==> src/rtl/pe_pkg.sv <==
// pe_pkg: shared state encoding and default sizing for the responder and its controller.
package pe_pkg;
   typedef enum logic [2:0] {IDLE, LOAD, WAIT_ACT, RUN, DONE, COOL} pe_state_t;
   localparam int PE_DATA_W = 8;
   localparam int PE_DEPTH  = 4;
endpackage

==> src/rtl/pe_buffer.sv <==
// pe_buffer: DEPTH x DATA_W register file, one write port, one combinational read port.
module pe_buffer #(
   parameter int DATA_W = 8,
   parameter int DEPTH  = 4,
   parameter int ADDR_W = $clog2(DEPTH)
) (
   input  logic              clk,
   input  logic              we_i,
   input  logic [ADDR_W-1:0] waddr_i,
   input  logic [DATA_W-1:0] wdata_i,
   input  logic [ADDR_W-1:0] raddr_i,
   output logic [DATA_W-1:0] rdata_o
);
   logic [DATA_W-1:0] mem_q [DEPTH];
   always_ff @(posedge clk)
      if (we_i) mem_q[waddr_i] <= wdata_i;
   assign rdata_o = mem_q[raddr_i];
endmodule

==> src/rtl/pe_responder.sv <==
// pe_responder: fetches DEPTH words on rd, sums them on act, pulses done, then waits
// for rd and act to both fall before accepting another job.
module pe_responder
   import pe_pkg::*;
#(
   parameter int DATA_W = PE_DATA_W,
   parameter int DEPTH  = PE_DEPTH,
   parameter int ADDR_W = $clog2(DEPTH),
   parameter int RES_W  = DATA_W + $clog2(DEPTH)
) (
   input  logic              clk,
   input  logic              rst_n,
   input  logic              rd,
   input  logic              act,
   output logic              mem_re,
   output logic [ADDR_W-1:0] mem_addr,
   input  logic [DATA_W-1:0] mem_data,
   output logic [RES_W-1:0]  result,
   output logic              done
);
   localparam logic [ADDR_W-1:0] LAST = ADDR_W'(DEPTH - 1);
   pe_state_t         state_q, state_d;
   logic              mem_re_q, mem_re_d, vld_q, done_q, we;
   logic [ADDR_W-1:0] addr_q, addr_d, cap_q, cap_d, run_q, run_d;
   logic [RES_W-1:0]  acc_q, acc_d, result_q, result_d, sum;
   logic [DATA_W-1:0] rdata;

   pe_buffer #(.DATA_W(DATA_W), .DEPTH(DEPTH), .ADDR_W(ADDR_W)) u_buf (
      .clk     (clk),
      .we_i    (we),
      .waddr_i (cap_q),
      .wdata_i (mem_data),
      .raddr_i (run_q),
      .rdata_o (rdata)
   );

   assign sum = acc_q + {{(RES_W-DATA_W){1'b0}}, rdata};

   always_comb begin
      state_d  = state_q;
      mem_re_d = mem_re_q;
      addr_d   = addr_q;
      cap_d    = cap_q;
      run_d    = run_q;
      acc_d    = acc_q;
      result_d = result_q;
      we       = 1'b0;
      unique case (state_q)
         IDLE: if (rd) begin
            state_d  = LOAD;
            mem_re_d = 1'b1;
            addr_d   = '0;
            cap_d    = '0;
         end
         LOAD: if (!rd) begin
            // abort beats a coincident last capture; later read data is ignored in IDLE
            state_d  = IDLE;
            mem_re_d = 1'b0;
         end else begin
            if (mem_re_q) begin
               mem_re_d = addr_q != LAST;
               addr_d   = addr_q == LAST ? addr_q : addr_q + 1'b1;
            end
            if (vld_q) begin
               we    = 1'b1;
               cap_d = cap_q + 1'b1;
               if (cap_q == LAST) begin
                  state_d = act ? RUN : WAIT_ACT;
                  acc_d   = '0;
                  run_d   = '0;
               end
            end
         end
         WAIT_ACT: if (!rd) state_d = IDLE;
         else if (act) begin
            state_d = RUN;
            acc_d   = '0;
            run_d   = '0;
         end
         RUN: if (!act) state_d = IDLE;
         else begin
            acc_d = sum;
            run_d = run_q + 1'b1;
            if (run_q == LAST) begin
               result_d = sum;
               state_d  = DONE;
            end
         end
         DONE: state_d = COOL;
         COOL: if (!rd && !act) state_d = IDLE;
         default: state_d = IDLE;
      endcase
   end

   always_ff @(posedge clk or negedge rst_n)
      if (!rst_n) begin
         state_q  <= IDLE;
         mem_re_q <= 1'b0;
         addr_q   <= '0;
         vld_q    <= 1'b0;
         cap_q    <= '0;
         run_q    <= '0;
         acc_q    <= '0;
         result_q <= '0;
         done_q   <= 1'b0;
      end else begin
         state_q  <= state_d;
         mem_re_q <= mem_re_d;
         addr_q   <= addr_d;
         vld_q    <= mem_re_q;
         cap_q    <= cap_d;
         run_q    <= run_d;
         acc_q    <= acc_d;
         result_q <= result_d;
         done_q   <= state_d == DONE;
      end

   assign mem_re   = mem_re_q;
   assign mem_addr = addr_q;
   assign result   = result_q;
   assign done     = done_q;
endmodule

==> config.mk <==
export PLATFORM = sky130hd
export DESIGN_NAME = pe_responder
export DESIGN_NICKNAME = d
export VERILOG_FILES = /design/src/rtl/pe_pkg.sv /design/src/rtl/pe_buffer.sv /design/src/rtl/pe_responder.sv
export SDC_FILE = /design/constraint.sdc
export NUM_CORES = 1
export LEC_CHECK = 0
export BUFFER_PORTS_ARGS = -buffer_cell sky130_fd_sc_hd__buf_2
export CAP_MARGIN = 40
export CORE_ASPECT_RATIO = 0.75
export CORE_MARGIN = 4
export CORE_UTILIZATION = 35
export DETAILED_ROUTE_END_ITERATION = 10
export MAX_ROUTING_LAYER = met4
export PLACE_DENSITY = 0.55
export RECOVER_POWER = 25
export SYNTH_ARGS = -nofsm -noshare
export SYNTH_HDL_FRONTEND = slang
export SYNTH_HIERARCHICAL = 1
export SYNTH_SLANG_ARGS = --single-unit
==> constraint.sdc <==
create_clock -name clk -period 3.7 [get_ports clk]
set_clock_uncertainty 0.15 [all_clocks]
set_input_delay 1.11 -clock clk [delete_from_list [all_inputs] [get_ports clk]]
set_output_delay 1.11 -clock clk [all_outputs]
set_load 0.01 [all_outputs]
==> metrics.yaml <==
outcome: "finished with violations"
violations: "max-capacitance violations, max-slew violations"
grt_max_degree: 33
crit_path_cell_trace: "mux4_2, ha_1, a211oi_1, o21ai_0, xor2_1, mux2_2"
min-delay-path-class: "reg2reg"
fillers: 807
grt.met3_usage_pct: 5.60
cts-root-buf: "clkbuf_16"
p_leak_nw: 1.43
cpPeakStageDelay_ns: 0.70
cts_tree: "done"
routed_wl_um: 6030
drt_first_pass_iters: 5
synth_cell_types: 53
yosysSeqAreaShare_pct: 58.2
ios: 26
power_density_nw_per_um2: 757
numCtsBuffers: 9
drive_above_1_share_pct: 19.2
drv_slew: 33
synth_edf_count: 32
ctsHoldBuffers: 0
critPathLaunchType: "register"
cts_resized: 0
antenna_left: 0
utilization_pct: 41.6
grt_pass1_wl_um: 10400
holdCritStartpoint: "mem_re"
ir_worst_vdd_mv: 0.258
r2r_start: "run_q[0]"
busiest_layer: "met1"
cp_max_fo: 11
dieArea_um2: 10200
fin_nets: 285
path_class: "reg2reg"
insertion_delay_ns: 0.33
slowest_stage: "dfrtp_1"
synth_top_area_cell: "edfxtp_1"
ys_top_cells_by_area: "edfxtp_1 (32%), dfrtp_1 (26%), mux4_2 (5.9%), ha_1 (4.5%), o21ai_0 (2.8%)"
rsz0062_at_grt: "false"
cap_violations: 1
synth_top_area_share_pct: 31.7
portBuffers: 25
clockBufferDepth: 2
syn_inst: 233
setup_violations: 0
dp_slack_ns: 0.728
r2r_end: "result[5]"
synthTopCellsByCount: "dfrtp_1 (32), edfxtp_1 (32), o21ai_0 (17), nand2_1 (15), ha_1 (11)"
clkSinkCount: 64
cts_htree_levels: 3
initial_core_util_pct: 35.8
power_mw: 2.66
gr-usage-all-layers_pct: 14.1
gp_congestion: 0.821
die_h_um: 88.6
drt_iter0_drc: 99
core_um2: 8450
antenna_cells: 0
syn_to_final_growth_pct: 16.1
drc: 0
crit_required_ns: 3.76
synthesis.nets: 257
yosys_warnings: 6
fin_crit_ns: 2.98
cp.arrival_ns: 3.04
hold-path-endpoint: "vld_q"
use_met2_pct: 18.1
hold_path_depth: 0
tightest_slew_ns: 1.84
rows: 29
timing.fmax_mhz: 335
rrSetupSlack_ns: 0.72
grt_pass1_vias: 1945
antenna_found_initial: 0
die_w_um: 115
async_flop_share_pct: 50.0
grt_use_met1_pct: 20.3
worstRegToRegCells: 6
synth_area_um2: 3030
max-slew-margin-rel_pct: -22.4
fin_ws_ns: 0.719
yosys_register_bits: 64
num_vias: 1967
avgSynthCellArea_um2: 13.0
dpl.hpwl_um: 4160
gr-total-overflow: 0
fin_crit_sh_pct: 80.6
crit_path_end_kind: "register"
hold_viol: 0
synth-main-ff-cell: "edfxtp_1"
setup_tns_ns: 0
clk_pin_slew_ns: 0.06
cts_setup_buffers: 0
vias_per_cell: 5.26
routedWlPerCell_um: 16.1
-- placed cells by master, fill, tap and decap left out, types with 2 or more instances in the layout --
| cell | Yosys | final |
|---|---|---|
| and3_1 | 2 | 2 |
| nand2_1 | 15 | 15 |
| o21a_1 | 2 | 2 |
| nand4_1 | 3 | 3 |
| mux4_2 | 8 | 8 |
| a211oi_1 | 4 | 4 |
| or3_1 | 2 | 2 |
| o211ai_1 | 3 | 3 |
| buf_4 | 1 | 3 |
| a21oi_1 | 10 | 10 |
| ha_1 | 11 | 11 |
| nand4b_1 | 2 | 2 |
| clkbuf_16 | 0 | 9 |
| inv_1 | 8 | 8 |
| a31o_2 | 2 | 2 |
| o31ai_1 | 2 | 2 |
| clkinv_4 | 0 | 2 |
| o22ai_1 | 2 | 2 |
| and3b_1 | 2 | 2 |
| clkinvlp_4 | 0 | 3 |
| nand2b_1 | 3 | 3 |
| edfxtp_1 | 32 | 32 |
| o21ai_0 | 17 | 17 |
| clkbuf_1 | 4 | 9 |
| buf_2 | 4 | 16 |
| xor2_1 | 3 | 3 |
| a21o_1 | 3 | 3 |
| o2bb2ai_1 | 2 | 2 |
| clkinv_1 | 1 | 2 |
| mux2_2 | 5 | 5 |
| a22oi_1 | 2 | 2 |
| nor2_1 | 7 | 7 |
| a22o_1 | 9 | 9 |
| a32o_1 | 2 | 2 |
| dfrtp_1 | 32 | 32 |
| nor3_1 | 5 | 5 |
| nand3_1 | 4 | 4 |
-- final cells by class --
type	instances	area, µm²	area share [%]
Sequential cell	64	1760	50.1
Inverter	9	33.8	0.961
Tap cell	108	135	3.84
Timing Repair Buffer	28	136	3.88
Clock inverter	7	48.8	1.39
Multi-Input combinational cell	149	1170	33.4
Clock buffer	9	225	6.41
-- logic make-up after synthesis --
| kind of cell | Yosys count | share of synthesized area, % |
|---|---|---|
| fa+ha+maj | 12 | 5.20 |
| mux | 13 | 7.81 |
| xor+xnor | 4 | 1.16 |
| flops | 64 | 58.2 |
| buf+inv | 20 | 3.06 |
| compound gates | 65 | 14.7 |
| simple gates | 55 | 9.87 |
-- per-stage QoR --
| step | area [µm²] | hold WS (ns) | std cells |
|---|---|---|---|
| 2_1_floorplan | 3030 | 0.312 | 233 |
| 3_3_place_gp | 3250 | 0.289 | 358 |
| 3_5_place_dp | 3250 | 0.298 | 358 |
| 4_1_cts | 3530 | 0.304 | 374 |
| 5_1_grt | 3520 | 0.320 | 374 |
| 6_report | 3520 | 0.297 | 374 |
-- flip-flops by register name, indices dropped and copies added (netlist names) --
register and count:
vld_q 1, u_buf/mem_q 32, state_q 3, acc_q 10, result 10, done 1, run_q 2, mem_addr 2
cap_q 2, mem_re 1
-- worst max path at each step --
stage,end,cells after the start,from
after floorplan,u_buf/mem_q[0][0],4,rd
after global placement,result[3],6,act
after detailed placement,acc_q[7],6,run_q[0]
after CTS,acc_q[7],6,run_q[0]
after global routing,result[5],6,run_q[0]
final,result[5],6,run_q[0]
-- report_power, final --
part           total (mW)  switching [mW]  internal [mW]
registers            1.06           0.171          0.884
clock network       0.762           0.311          0.451
logic               0.843           0.446          0.397
-- per-layer routing --
metal / vias to the layer above / part of all wire [%]
met2: 44 / 40
met4: 0 / 0.99
met5: - / 0
li1: 958 / -
met1: 955 / 53
met3: 10 / 5.7
-- critical path, delay by kind of cell, from the launching register on --
family          cells  cell delay, ns
mux                 2            0.88
flops               1            0.70
xor+xnor            1            0.18
compound gates      2            0.65
fa+ha+maj           1            0.30
(Power assumes the default switching activity.)
